==> src/rtl/tx_frame_ctrl.sv <==
// tx_frame_ctrl
//
// Frame sequencer for the UART transmitter. A send request latches one
// byte together with its frame configuration. The block then serialises
// the frame onto tx_out, advancing one bit per external baud tick:
// start bit, eight data bits LSB first, an optional parity bit, and one
// or two stop bits.
//
// The latched byte and parity type are exported so that an external
// Parity block can compute parity_bit combinationally from them.
//
// Ports
//   clock          in   system clock, rising edge active
//   reset_n        in   asynchronous active-low reset
//   send           in   transmit request, honoured only while idle
//   data_in[7:0]   in   byte to transmit
//   parity_type[1:0] in 01 odd, 10 even, 00/11 no parity bit
//   stop_bits      in   0 one stop bit, 1 two stop bits
//   baud_tick      in   single-cycle bit-boundary strobe
//   parity_bit     in   parity result for reg_data / parity_type_q
//   reg_data[7:0]  out  latched byte
//   parity_type_q[1:0] out latched parity type
//   tx_out         out  registered serial line, idle high
//   busy           out  high from acceptance until frame completion
//   done           out  one-clock pulse on frame completion
//
// State   | meaning
// --------+-------------------------------------------------------------
// IDLE    | line high, waiting for send
// SYNC    | frame accepted, waiting for a tick to begin the start bit
// START   | start bit (0) on the line
// DATA    | data bit bit_idx_q on the line
// PARITY  | parity bit on the line
// STOP1   | first stop bit on the line
// STOP2   | second stop bit on the line

module tx_frame_ctrl (
  input  logic       clock,
  input  logic       reset_n,
  input  logic       send,
  input  logic [7:0] data_in,
  input  logic [1:0] parity_type,
  input  logic       stop_bits,
  input  logic       baud_tick,
  input  logic       parity_bit,
  output logic [7:0] reg_data,
  output logic [1:0] parity_type_q,
  output logic       tx_out,
  output logic       busy,
  output logic       done
);

  localparam int DATA_W = 8;

  typedef enum logic [2:0] {
    ST_IDLE   = 3'd0,
    ST_SYNC   = 3'd1,
    ST_START  = 3'd2,
    ST_DATA   = 3'd3,
    ST_PARITY = 3'd4,
    ST_STOP1  = 3'd5,
    ST_STOP2  = 3'd6
  } state_t;

  state_t              state_q;
  logic [2:0]          bit_idx_q;
  logic [DATA_W-1:0]   reg_data_q;
  logic [1:0]          ptype_q;
  logic                stop2_q;
  logic                tx_q;
  logic                busy_q;
  logic                done_q;

  logic [2:0]          bit_nxt;
  logic                par_en;

  assign bit_nxt = bit_idx_q + 3'd1;
  // Exactly one of the two type bits set selects odd (01) or even (10).
  assign par_en  = ptype_q[1] ^ ptype_q[0];

  always_ff @(posedge clock or negedge reset_n) begin
    if (!reset_n) begin
      state_q    <= ST_IDLE;
      bit_idx_q  <= 3'd0;
      reg_data_q <= '0;
      ptype_q    <= 2'b00;
      stop2_q    <= 1'b0;
      tx_q       <= 1'b1;
      busy_q     <= 1'b0;
      done_q     <= 1'b0;
    end else begin
      // done is a single-cycle pulse; only the final stop edge raises it.
      done_q <= 1'b0;
      case (state_q)
        ST_IDLE: begin
          // A tick coincident with acceptance is deliberately not used:
          // SYNC waits for the next one so the start bit is a full period.
          if (send && !busy_q) begin
            reg_data_q <= data_in;
            ptype_q    <= parity_type;
            stop2_q    <= stop_bits;
            bit_idx_q  <= 3'd0;
            busy_q     <= 1'b1;
            state_q    <= ST_SYNC;
          end
        end
        ST_SYNC: begin
          if (baud_tick) begin
            tx_q    <= 1'b0;
            state_q <= ST_START;
          end
        end
        ST_START: begin
          if (baud_tick) begin
            tx_q      <= reg_data_q[0];
            bit_idx_q <= 3'd0;
            state_q   <= ST_DATA;
          end
        end
        ST_DATA: begin
          if (baud_tick) begin
            if (bit_idx_q != 3'd7) begin
              bit_idx_q <= bit_nxt;
              tx_q      <= reg_data_q[bit_nxt];
            end else if (par_en) begin
              // reg_data/ptype have been stable since acceptance, so the
              // external parity result is settled here.
              tx_q    <= parity_bit;
              state_q <= ST_PARITY;
            end else begin
              tx_q    <= 1'b1;
              state_q <= ST_STOP1;
            end
          end
        end
        ST_PARITY: begin
          if (baud_tick) begin
            tx_q    <= 1'b1;
            state_q <= ST_STOP1;
          end
        end
        ST_STOP1: begin
          if (baud_tick) begin
            tx_q <= 1'b1;
            if (stop2_q) begin
              state_q <= ST_STOP2;
            end else begin
              busy_q  <= 1'b0;
              done_q  <= 1'b1;
              state_q <= ST_IDLE;
            end
          end
        end
        ST_STOP2: begin
          if (baud_tick) begin
            tx_q    <= 1'b1;
            busy_q  <= 1'b0;
            done_q  <= 1'b1;
            state_q <= ST_IDLE;
          end
        end
        default: begin
          tx_q    <= 1'b1;
          busy_q  <= 1'b0;
          state_q <= ST_IDLE;
        end
      endcase
    end
  end

  assign reg_data      = reg_data_q;
  assign parity_type_q = ptype_q;
  assign tx_out        = tx_q;
  assign busy          = busy_q;
  assign done          = done_q;

endmodule
==> config.mk <==
export PLATFORM = sky130hd
export DESIGN_NAME = tx_frame_ctrl
export DESIGN_NICKNAME = d
export VERILOG_FILES = /design/src/rtl/tx_frame_ctrl.sv
export SDC_FILE = /design/constraint.sdc
export NUM_CORES = 1
export LEC_CHECK = 0
export ABC_AREA = 1
export BUFFER_PORTS_ARGS = -buffer_cell sky130_fd_sc_hd__clkbuf_2
export CAP_MARGIN = 30
export CORE_MARGIN = 3
export CORE_UTILIZATION = 25
export DETAILED_ROUTE_END_ITERATION = 7
export PLACE_DENSITY = 0.43
export SLEW_MARGIN = 25
export SYNTH_ARGS = -nofsm -noshare
export SYNTH_HDL_FRONTEND = slang
export SYNTH_SLANG_ARGS = --single-unit
==> constraint.sdc <==
create_clock -name clock -period 1.9 [get_ports clock]
set_input_delay 0.19 -clock clock [delete_from_list [all_inputs] [get_ports clock]]
set_output_delay 0.19 -clock clock [all_outputs]
set_load 0.01 [all_outputs]
* Yosys cells after proc, flatten, opt, wreduce, memory -nomap -nowiden
Index checks and enable logic that the tools add are counted.
** Cells by class
- Order comparisons :: 1
- Bitwise logic cells :: 3
- Reductions and logical operators :: 11
- $add $sub $neg :: 1
- Multiplexer cells :: 32
- Equality and inequality tests :: 18
** Operators with widths (count)
- $mux 3 :: 12
- $pmux 3 s7 :: 1
- $ne 2x2->1 const B :: 10
- $reduce_and 5->1 :: 3
- $mux 1 :: 14
- $eq 3x3->1 const B :: 3
- $pmux 3 s3 :: 1
- $reduce_and 8->1 :: 1
- $eq 3x2->1 const B :: 2
- $pmux 1 s5 :: 1
- $lt 3x4->1 const B :: 1
- $pmux 1 s4 :: 1
- $reduce_or 4->1 :: 1
- $add 3x1->3 const B :: 1
- $bmux 1 s3 :: 1
- $eq 3x1->1 const B :: 1
- $logic_not 3->1 :: 1
- $ne 3x3->1 const B :: 1
- $reduce_bool 3->1 :: 1
- $reduce_or 3->1 :: 1
- $ne 2x1->1 const B :: 1
- $not 1->1 :: 2
- $pmux 1 s2 :: 1
- $reduce_and 2->1 :: 1
- 3 further kinds :: 3
** Storage, ports and cells
- Word-level logic and storage cells :: 74
- Input bits :: 16
- Flip-flop bits (word level) :: 20
- Output and inout bits :: 13

* Depth between registers and ports, before layout
- Depth in word-level cells :: 6
- Gate-level depth with buffers :: 9
- Mapped depth without buffers :: 8

* Least setup slack after synthesis
No wires, ideal clock.
- Kind :: flip-flop to flip-flop
- From :: reg bit_idx_q[0]
- To :: reg bit_idx_q[0]
- Arrival time :: 1.322 ns
- Clock period less this slack :: 1.387 ns
- Setup time :: 0.065 ns
- Cell stages (with the launch flop) :: 8
- Slack :: 0.513 ns
- Cell sequence :: dfrtp_1 ha_1 ha_1 nand2_1 o211ai_2 nor2_2 nand2_1 nand2_1
** Between the ends
- Word-level cells in the longest chain between the ends :: 4
- Elaborated cells on any way between the ends :: 7
- Those cells by class :: add/sub: 1; eq/ne: 2; mux: 3; reduce/logical: 1
** RTL lines
- start: declaration :: line 66 : logic [2:0] bit_idx_q;
- start signal: assignment :: line 123 : bit_idx_q <= bit_nxt;
- $add 3x1->3 :: line 77 : assign bit_nxt = bit_idx_q + 3'd1;
- $mux 3 :: line 122 : if (bit_idx_q != 3'd7) begin
- $mux 3 :: line 121 : if (baud_tick) begin
- $pmux 3 s3 :: line 94 : case (state_q)
Several ways; a longest one is shown, not always the timed one. The select of a mux whose other input is x is not followed.
A chain may end at the register's enable or synchronous reset.

* Worst setup path in the final report
- From :: reg state_q[0]
- To :: reg state_q[0]
** Between the ends
- Word-level cells in the longest chain between the ends :: 3
- Elaborated cells on any way between the ends :: 17
- Those cells by class :: eq/ne: 14; mux: 1; reduce/logical: 2
** RTL lines
- start: declaration :: line 65 : state_t state_q;
- start signal: assignment :: line 83 : state_q <= ST_IDLE;
- start signal: assignment :: line 104 : state_q <= ST_SYNC;
- start signal: assignment :: line 110 : state_q <= ST_START;
- $eq 3x2->1, or another cell as far along :: line 94
- $ne 2x2->1 (no line)
- $reduce_and 8->1 (no line)
Several ways; a longest one is shown, not always the timed one.

==> metrics.md <==
| Metric | Value |
|---|---|
| Hold Crit Class | `in2reg` |
| GRT Util Overall | `0.104` |
| Vias in the first global route | `953` |
| CP Capture Type | `flip-flop` |
| Sw Share | `0.451` |
| Initial DRT Pass Iterations | `5` |
| CTS sink cnt | `20` |
| Initial cell density of the core | `0.265` |
| Via count | `1008` |
| Complex-gate fraction of the synthesized area | `0.162` |
| Pint | `1.23 mW` |
| Net Sw Power | `approximately 1.0 mW` |
| Initial antenna violation count | `0` |
| Worst Path Max Fanout | `23` |
| Final HPWL from detailed placement | `2.01 mm` |
| Post-Place Cells | `222` |
| FILL cells | `484` |
| Final wirelength | `2.59 mm` |
| Main combinational cell family by area after synthesis | `simple AND/OR/NAND/NOR gates` |
| Core Region | `0.00447 mm²` |
| XOR/XNOR share of the synthesized area | `0` |
| Core Rows | `24` |
| Tcrit/Tclk final | `0.828` |
| ANT nets after route | `0` |
| Worst path buffer plus inverter count | `1` |
| Synthesis-to-layout area growth | `19.9%` |
| Syn Area/Cell | `8.19 µm²` |
| Sequential area share after synthesis | `0.423` |
| Die Ht | `between 70 and 80 µm` |
| Sequential share of power | `0.342` |
| Global-route wire length before repair | `approximately 4.4 mm` |
| Multiplexer share of the synthesized area | `0.0126` |
| Number of synthesized flops with an enable pin | `0` |
| Nets | `about 190` |
| Setup tns final | `0 ns` |
| Share of layout cells above drive strength 1 | `0.383` |
| Reg clk slew, reported paths | `0.08 ns` |
| Setup Skew | `0.00813 ns` |
| GRT Residual Overflow | `0` |
| Post-synthesis adder-cell area fraction | `0.0211` |
| Req. time, crit path | `2.05 ns` |
| Clk pwr share | `0.146` |
| Largest net degree at the start of global routing | `24` |
| Crit path max-delay family | `simple AND/OR/NAND/NOR gates` |
| RSZ-0062 raised after global routing | `false` |
| Port-buffer cells | `28` |
| H-tree levels | `1` |
| Postcts setup bufs | `0` |
| Crit-path cells | `nor2_2 > nand2_4 > inv_2 > nand2_4 > nand2_2 > o21ai_4 > nand2_1 > o21ai_1` |
| Worst-Margin Slew | `0.515 ns` |
| Worst path arrival time | `about 1.7 ns` |
| Critical path's largest stage delay | `roughly 0.46 ns` |
| Leakage | `0.756 nW` |
| Antenna cells | `0` |
| DRC Markers | `0` |
| PwrDens | `1580 mW/mm²` |
| Buffer depth of the longest clock path | `2` |
| GP Congestion | `~0.84` |
| Non-Filler Instances | `227` |
| Hold WS | `around 0.17 ns` |
| Most frequent cells in the layout | `36 x nand2_1, 28 x clkbuf_2, 19 x dfrtp_1, 17 x inv_1, 13 x nor2_1` |
| Synth Area in Simple Gates | `0.287` |
| Cell repeated most along the worst path | `nand2_4` |
| Slowest cell on crit path | `dfrtp_1` |
| Top cell type's share of synthesized area | `0.400` |
| Final min period | `between 1.5 and 2 ns` |
| Gate power share | `0.512` |
| Max cap viols | `0` |
| Main area contributors after synthesis | `dfrtp_1 40%, nand2_1 11%, a21oi_2 7.4%, nor2_2 6.3%, inv_1 5.4%` |
| Worst rel slew slack | `0.657` |
| CP Class | `reg2reg` |
| Maximum VDD drop | `0.476 mV` |
| Register bit total from synthesis | `20` |
| R2r setup slk | `0.33 ns` |
| Count of unique library cells instantiated by Yosys | `24` |
| Asr flop ratio synth | `1.00` |
| Worst Setup Start Kind | `flip-flop` |
| Clock Latency Late Sink | `0.26 ns` |
| Via/cell ratio | `4.44` |
| Die area | `0.00561 mm²` |
| I/O Pins | `29` |
| Inserted Clock Buffers | `3` |
| Cells after synthesis | `145` |
| Root Driver | `clkbuf_8` |
| Mapped Area | `between 0.001 and 0.0015 mm²` |
| Most used DFF post-synth | `dfrtp_1` |
| Initial DRC count | `33` |
| Synth area leader | `dfrtp_1` |
| Yosys Warn Count | `0` |
| Fin. max-slew vios | `0` |
| Final-report hold violation count | `0` |
| Reg2reg start | `state_q[0]` |
| Routed WL per cell | `11.4 µm` |
| Die Width | `74.9 µm` |
| Max Fclk | `636 MHz` |
| Hold Crit Start | `stop_bits` |
| Synth Net Count | `163` |
| Status | `completed` |
| CTS tree | `yes` |
| Worst setup path start | `state_q[0]` |
| Final setup violation count | `0` |
| Commonest non-fill, non-tap cell in the layout | `nand2_1` |
==> synthesized netlist by cell type, types with 2 or more instances <==
| library cell | instances |
|---|---|
| nand3b_1 | 2 |
| nor2_1 | 13 |
| nand2_2 | 2 |
| nand3_1 | 5 |
| ha_1 | 2 |
| a21oi_1 | 5 |
| inv_1 | 17 |
| o21ai_1 | 4 |
| inv_2 | 4 |
| nor2_2 | 12 |
| buf_6 | 3 |
| nand2_4 | 2 |
| a21oi_2 | 10 |
| nand2_1 | 36 |
| dfrtp_1 | 19 |
==> worst min-delay path, delay by kind of cell <==
family | cells | cell delay, ns
AO/OA/AOI/OAI | 1 | 0.08
buffers and inverters | 1 | 0.09
AND/OR/NAND/NOR | 1 | 0.04
==> timing repair <==
action | in CTS | in global routing
hold buffers | 1 | 0
hold endpoints to repair | 19 | 0
resized for setup | 0 | 0
==> cell type report <==
type,instances,area [µm²],area share
Sequential cell,20,502,0.352
Clock buffer,4,55.1,0.0387
Inverter,21,78.8,0.0554
Tap cell,52,65.1,0.0457
Timing Repair Buffer,29,150,0.105
Multi-Input combinational cell,101,573,0.402
==> power by group through the flow <==
stage | clock network, mW | registers (mW) | logic [mW]
3_5_place_dp | 0 | 0.776 | 1.16
3_3_place_gp | 0 | 0.774 | 1.16
2_1_floorplan | 0 | 0.790 | 0.877
5_1_grt | 0.363 | 0.798 | 1.31
6_report | 0.327 | 0.768 | 1.15
4_1_cts | 0.347 | 0.768 | 1.17
==> routing by layer <==
layer  GRT usage  vias up  share of wire
met5           0        -              0
met4      0.0356        0          0.011
met3      0.0280        4          0.061
met2       0.170       30           0.47
met1       0.132      461           0.46
li1            -      513              -
==> path summary, 6_finish.rpt <==
check                           cells after the start         end
max in group asynchronous                           2      tx_out
min in group asynchronous                           2     stop2_q
worst min-delay path                                3     stop2_q
worst min register to register                      1        done
worst max-delay path                                8  state_q[0]
worst max register to register                      8  state_q[0]
==> state kept, by name, indices dropped and copies added, names as in the netlist <==
register,count
done,1
parity_type_q,2
state_q,3
stop2_q,1
busy,1
bit_idx_q,3
reg_data,8
tx_out,1
==> cells by family (layout without fill, tap and decap cells) <==
logic type / Yosys count / after routing
adder cells (fa/ha/maj): 2 / 2
AND/OR/NAND/NOR: 73 / 73
AO/OA/AOI/OAI: 25 / 25
buffers and inverters: 24 / 54
multiplexers: 1 / 1
flip-flops: 20 / 20
==> per-stage QoR <==
| step | util | setup WS (ns) | power, mW | cell area, µm² |
|---|---|---|---|---|
| 6_report | 0.318 | 0.328 | 2.24 | 1420 |
| 5_1_grt | 0.318 | 0.183 | 2.47 | 1420 |
| 4_1_cts | 0.318 | 0.298 | 2.29 | 1420 |
| 3_5_place_dp | 0.304 | 0.305 | 1.94 | 1360 |
| 3_3_place_gp | 0.304 | 0.317 | 1.93 | 1360 |
| 2_1_floorplan | - | 0.513 | 1.67 | 1190 |
No activity file was read; power rests on OpenSTA's default activity.
